**src/rtl/hazard_fwd_unit.sv**
```systemverilog
// Hazard/forwarding partner of the EX slice: shadows the destinations of EX/MEM/WB,
// issues registered forwarding selects plus load-use stall, branch flush and freeze.
module hazard_fwd_unit #(
    parameter int RW    = 4,
    parameter int CNT_W = 16
) (
    input  logic             clk,
    input  logic             rst,
    input  logic             id_valid,
    input  logic [RW-1:0]    id_rs0,
    input  logic [RW-1:0]    id_rs1,
    input  logic             id_use0,
    input  logic             id_use1,
    input  logic [RW-1:0]    id_rd,
    input  logic             id_regwrite,
    input  logic             id_load,
    input  logic             ex_branch,
    input  logic             mem_busy,
    output logic [1:0]       fwd_reg0,
    output logic [1:0]       fwd_reg1,
    output logic             stall,
    output logic [1:0]       flush,
    output logic             freeze,
    output logic [CNT_W-1:0] stall_cnt,
    output logic [CNT_W-1:0] flush_cnt
);

    typedef struct packed {
        logic          valid;
        logic [RW-1:0] rd;
        logic          regwrite;
        logic          load;
    } shadow_t;

    shadow_t          r_ex;
    shadow_t          r_mem;
    shadow_t          r_wb;
    logic [1:0]       r_fwd0;
    logic [1:0]       r_fwd1;
    logic [CNT_W-1:0] r_stall_cnt;
    logic [CNT_W-1:0] r_flush_cnt;

    logic [RW-1:0] w_src [2];
    logic [1:0]    w_sel [2];
    logic [1:0]    w_use;
    logic [1:0]    w_ex_hit;
    logic [1:0]    w_mem_hit;
    logic          w_load_use;
    logic          w_flush;

    assign w_src[0] = id_rs0;
    assign w_src[1] = id_rs1;
    assign w_use    = {id_use1, id_use0};

    // WB is never a forwarding source: the register file writes before it reads.
    for (genvar gi = 0; gi < 2; gi++) begin : g_opnd
        assign w_ex_hit[gi]  = w_use[gi] & r_ex.valid & r_ex.regwrite
                             & (r_ex.rd != '0) & (r_ex.rd == w_src[gi]);
        assign w_mem_hit[gi] = w_use[gi] & r_mem.valid & r_mem.regwrite
                             & (r_mem.rd != '0) & (r_mem.rd == w_src[gi]);
        assign w_sel[gi]     = w_ex_hit[gi]  ? 2'b01 :
                               w_mem_hit[gi] ? 2'b10 : 2'b00;
    end

    assign w_load_use = (|w_ex_hit) & r_ex.load;
    assign w_flush    = ex_branch & ~mem_busy;

    assign freeze    = mem_busy;
    assign flush     = {2{w_flush}};
    assign stall     = id_valid & ~ex_branch & ~mem_busy & w_load_use;
    assign fwd_reg0  = r_fwd0;
    assign fwd_reg1  = r_fwd1;
    assign stall_cnt = r_stall_cnt;
    assign flush_cnt = r_flush_cnt;

    always_ff @(posedge clk or posedge rst) begin
        if (rst) begin
            r_ex        <= '0;
            r_mem       <= '0;
            r_wb        <= '0;
            r_fwd0      <= 2'b00;
            r_fwd1      <= 2'b00;
            r_stall_cnt <= '0;
            r_flush_cnt <= '0;
        end else if (!mem_busy) begin
            r_wb  <= r_mem;
            r_mem <= r_ex;
            if (w_flush || stall) begin
                r_ex   <= '0;
                r_fwd0 <= 2'b00;
                r_fwd1 <= 2'b00;
            end else begin
                r_ex   <= '{valid: id_valid, rd: id_rd, regwrite: id_regwrite, load: id_load};
                r_fwd0 <= id_valid ? w_sel[0] : 2'b00;
                r_fwd1 <= id_valid ? w_sel[1] : 2'b00;
            end
            if (stall && (r_stall_cnt != '1))
                r_stall_cnt <= r_stall_cnt + CNT_W'(1);
            if (w_flush && (r_flush_cnt != '1))
                r_flush_cnt <= r_flush_cnt + CNT_W'(1);
        end
    end

endmodule

```
**config.mk**
```make
export PLATFORM = sky130hd
export DESIGN_NAME = hazard_fwd_unit
export DESIGN_NICKNAME = d
export VERILOG_FILES = /design/src/rtl/hazard_fwd_unit.sv
export SDC_FILE = /design/constraint.sdc
export NUM_CORES = 1
export LEC_CHECK = 0
export CORE_UTILIZATION = 45
export CTS_CLUSTER_DIAMETER = 50
export CTS_CLUSTER_SIZE = 40
export DETAILED_ROUTE_END_ITERATION = 6
export GPL_TIMING_DRIVEN = 0
export PLACE_DENSITY_LB_ADDON = 0.05
export SLEW_MARGIN = 0
export SYNTH_ARGS = -nofsm -noshare
export SYNTH_HDL_FRONTEND = slang
export SYNTH_SLANG_ARGS = --single-unit
```
**constraint.sdc**
```tcl
create_clock -name clk -period 3.7 [get_ports clk]
set_input_delay 1.11 -clock clk [delete_from_list [all_inputs] [get_ports clk]]
set_output_delay 1.11 -clock clk [all_outputs]
set_load 0.01 [all_outputs]
```
======== Yosys cells after proc, flatten, opt, wreduce, memory -nomap -nowiden ========
Index checks and enable logic that the tools add are counted.
storage, ports and cells
  bits in registers ....................... 49
  bits in latches ......................... 0
  RAM bits ................................ 0
  memory bits (read-only) ................. 0
  input bits .............................. 21
  output and inout bits ................... 40
  word-level logic and storage cells ...... 59
  memories ................................ 0
operators by class
  add/subtract/negate cells ............... 2
  multiply operators ...................... 0
  div/mod/pow operators ................... 0
  order comparisons ....................... 0
  equality and inequality tests ........... 6
  shifts and indexed selects .............. 0
  mux-type cells .......................... 9
  bitwise operators ....................... 23
  reductions and logical operators ........ 8
operators by type and width
  operator                                                          count
  16-bit by 1-bit adder with 16-bit output (second input constant)  2
  16-bit inequality test (second input constant)                    2
  1-bit bitwise AND                                                 21
  4-bit == test                                                     4
  2-bit 2-to-1 mux                                                  8
  4-bit nonzero test                                                2
  7-bit 2-to-1 mux                                                  1
  2-bit AND reduction                                               2
  1-bit logical AND                                                 2
  1-bit inverter                                                    2
  2-bit OR reduction                                                1
  1-bit logical OR                                                  1

======== Longest topological paths before layout ========
Gate-level depths: netlist of run 1.
  depth after elaboration ................. 9
  depth in mapped cells ................... 7
  depth with buffers taken out ............ 6

======== Worst setup path after synthesis of run 1 ========
OpenSTA, ideal clock, no wires.
  path kind ............................... input to output
  from .................................... input port mem_busy
  to ...................................... output port stall
  arrival time ............................ 2.149 ns
  required time ........................... 2.590 ns
  slack ................................... 0.441 ns
  cell stages on the path ................. 4
  path through ............................ or3b_4 > nor4b_4 > o21ai_2 > inv_1
between the ends
  word-level cells in the longest chain between the ends .. 3
RTL lines
  element                          RTL line  text
  from (decl)                      18        input logic mem_busy,
  1-bit inverter (no source line)  n/a
  1-bit bitwise AND (2 in series)  70        assign stall = id_valid & ~ex_branch & ~mem_busy & w_load_use;
  to (decl)                        21        output logic stall,
No other way between the ends.

======== Worst setup path after layout of run 1 ========
  from .................................... input port id_rs1[0]
  to ...................................... output port stall
between the ends
  word-level cells in the longest chain between the ends .. 5
RTL lines
  element             RTL line  text
  from (decl)         11        input logic [RW-1:0] id_rs1,
  4-bit == test       58        & (r_ex.rd != '0) & (r_ex.rd == w_src[gi]);
  1-bit bitwise AND   58
  2-bit OR reduction  65        assign w_load_use = (|w_ex_hit) & r_ex.load;
  1-bit bitwise AND   65
  1-bit bitwise AND   70
No other way between the ends.

==> reports/qor.csv, run 1 <==
metric,value,unit
multiInputGateArea,1300,um2
finalNonFillerCells,372,
path_clk_slew,0.09,ns
placed_cells,357,
synth-warning-count,0,
synth-seq-cells,49,
cts-htree-levels,2,
regArea,1230,um2
grt_pass1_vias,1915,
rows,27,
synth_edf_count,0,
ff2ff_path_depth,8,
die_area,6020,um2
path_delay_family,buffers and inverters,
cp.arrival,2.48,ns
worstHoldStart,flush_cnt[4],
reg2reg_to,stall_cnt[10],
min_path_type,reg2reg,
antenna_found_initial,0,
cts_tree,built,
power_density,378,nW/um2
worstPathCellList,"clkdlybuf4s50_1, xnor2_1, nand4_1, nor2_4, o21ai_4, inv_1, buf_2",
syn-num-nets,247,
postCtsHoldBufs,0,
fillerInstances,473,
max_freq,278,MHz
cts.path.max_buffers,2,
grt_pass1_wl,9100,um
hold_viol,0,
slowest_stage,clkdlybuf4s50_1,
outcome,"finished, final reports clean",
nets,322,
area_growth,35.8,%
fp.coreArea,5510,um2
io_pins,61,
rsz0062_at_grt,no,
syn_area,2570,um2
max-cap-violations,0,
grt.met1_usage,25.7,%
skew,0.00345,ns
via_count,1936,
drt_iter0_drc,109,
p_leak,1.60,nW
crit_type,in2out,
cp.required,2.59,ns
avgSynthCellArea,11.5,um2
path_max_fanout,3,
grt-busiest-layer,met2,
grt_use_met3,3.29,%
critPathLaunch,id_rs1[0],
gp_congestion,0.748,
grt_max_degree,40,
diodes,0,
min_period_over_period,97.1,%
cts.sinks,49,
reg2reg_from,r_ex[2],
cts_root_buf,clkbuf_8,
drive_gt1_share,17.7,%
drt-wirelength-per-cell,14.1,um
slew_violations,0,
whs_endpoint,flush_cnt[4],
ant_nets,0,
synth_cells,224,
grt-ovfl-total,0,
drcViolationCount,0,
slowest_delay,0.51,ns
final_cell_mix,"clkdlybuf4s50_1, dfrtp_1, xor2_1, nor2_1",
dr.pass1.iters,4,
setup_tns,0,ns
die_h,77.6,um
clk_latency,0.29,ns
portBuffers,60,
cts_buffers,5,
ir_drop,0.000352,V
vias_per_cell,5.20,
cp-end-kind,output port,
worstMarginPinSlew,0.664,ns
synth-main-ff-cell,dfrtp_1,
start_kind,input port,
wl,5260,um
layout_commonest_cell,clkdlybuf4s50_1,
start_util,46.7,%
critPathBufInv,3,
dp_hpwl,3860,um
ys_seq_area_share,47.7,%
synthArstFlopShare,100,%
period_needed,3.59,ns
setup_viol,0,
die_width,77.6,um
groute.usage.overall,18.9,%
relSlewSlack,55.3,%
hold_depth,1,
yosysUniqueCellTypes,40,
grt_use_met2,30.7,%
regToRegSetupSlack,1.54,ns
## report_power, final
part,internal [mW],switching [mW]
combinational,0.139,0.108
sequential,0.578,0.0509
clock,0.268,0.175
total,0.986,0.334
## state kept, by name (all words and copies together) (netlist names)
| register | cells |
|---|---|
| flush_cnt | 16 |
| fwd_reg1 | 2 |
| fwd_reg0 | 2 |
| r_ex | 7 |
| stall_cnt | 16 |
| r_mem | 6 |
## worst max path at each step
stage / endpoint / cells past startpoint
after global placement: stall / 6
final: stall / 7
after CTS: stall / 6
after global routing: stall / 7
after detailed placement: stall / 6
after floorplan: stall / 4
## repair_timing
| item | CTS | global route |
|---|---|---|
| buffers inserted | 4 | 3 |
| pin swaps | 3 | 3 |
| endpoints found under the setup margin | 3 | 1 |
| endpoints found under the hold margin | 0 | 0 |
| gates resized for setup | 10 | 5 |
## layout make-up
class                           count  share of cell area [%]
Multi-Input combinational cell    161                    37.2
Tap cell                           72                    2.58
Timing Repair Buffer               68                    19.2
Sequential cell                    49                    35.1
Buffer                              7                    1.36
Clock inverter                      3                    1.86
Inverter                            7                   0.752
Clock buffer                        5                    1.97
## kinds of logic after synthesis
| group | Yosys count | share of synthesized area (%) |
|---|---|---|
| xor gates and xnor gates | 42 | 14.3 |
| buffers and inverters | 14 | 2.82 |
| AOI/OAI and AO/OA | 21 | 7.64 |
| DFF | 49 | 47.7 |
| and+or+nand+nor | 86 | 22.2 |
| adders and majority gates | 2 | 0.973 |
| muxes | 10 | 4.38 |
## synthesized netlist by cell type (all sizes together) (3+ instances only)
cell,number,area [um2]
nand2,13,48.8
nor2,15,56.3
a32o,10,100
xor2,30,263
buf,5,38.8
xnor2,12,105
nor4,10,129
dfrtp,49,1230
a21oi,3,15.0
nand4,8,50.1
mux2,10,113
nor3,10,50.1
nand3,13,65.1
nor4b,3,56.3
inv,7,26.3
## per-stage QoR
stage	setup WS (ns)	hold slack (ns)	area, um2	power (mW)	util, %
2_1_floorplan	0.441	0.479	2570	0.763	-
3_3_place_gp	-0.644	0.483	3260	0.879	59.2
3_5_place_dp	-0.642	0.486	3280	0.884	59.6
4_1_cts	0.00276	0.499	3450	1.33	62.7
5_1_grt	0.00921	0.521	3490	1.39	63.4
6_report	0.108	0.497	3490	1.32	63.4
## layer usage
metal,up-vias,part of all wire (%)
met2,39,49
met5,-,0
li1,957,-
met1,933,46
met3,7,3.1
met4,0,1.5
No activity file was read; power rests on OpenSTA's default activity.
==> run 2: changes to the inputs <==
--- a/config.mk
+++ b/config.mk
@@ -10,6 +10,7 @@
 export CTS_CLUSTER_SIZE = 40
 export DETAILED_ROUTE_END_ITERATION = 6
 export GPL_TIMING_DRIVEN = 0
+export HOLD_SLACK_MARGIN = 0.08
 export PLACE_DENSITY_LB_ADDON = 0.05
 export SLEW_MARGIN = 0
 export SYNTH_ARGS = -nofsm -noshare
==> results of run 2 <==
The final DEF is identical to that of run 1; final timing and power are the same.
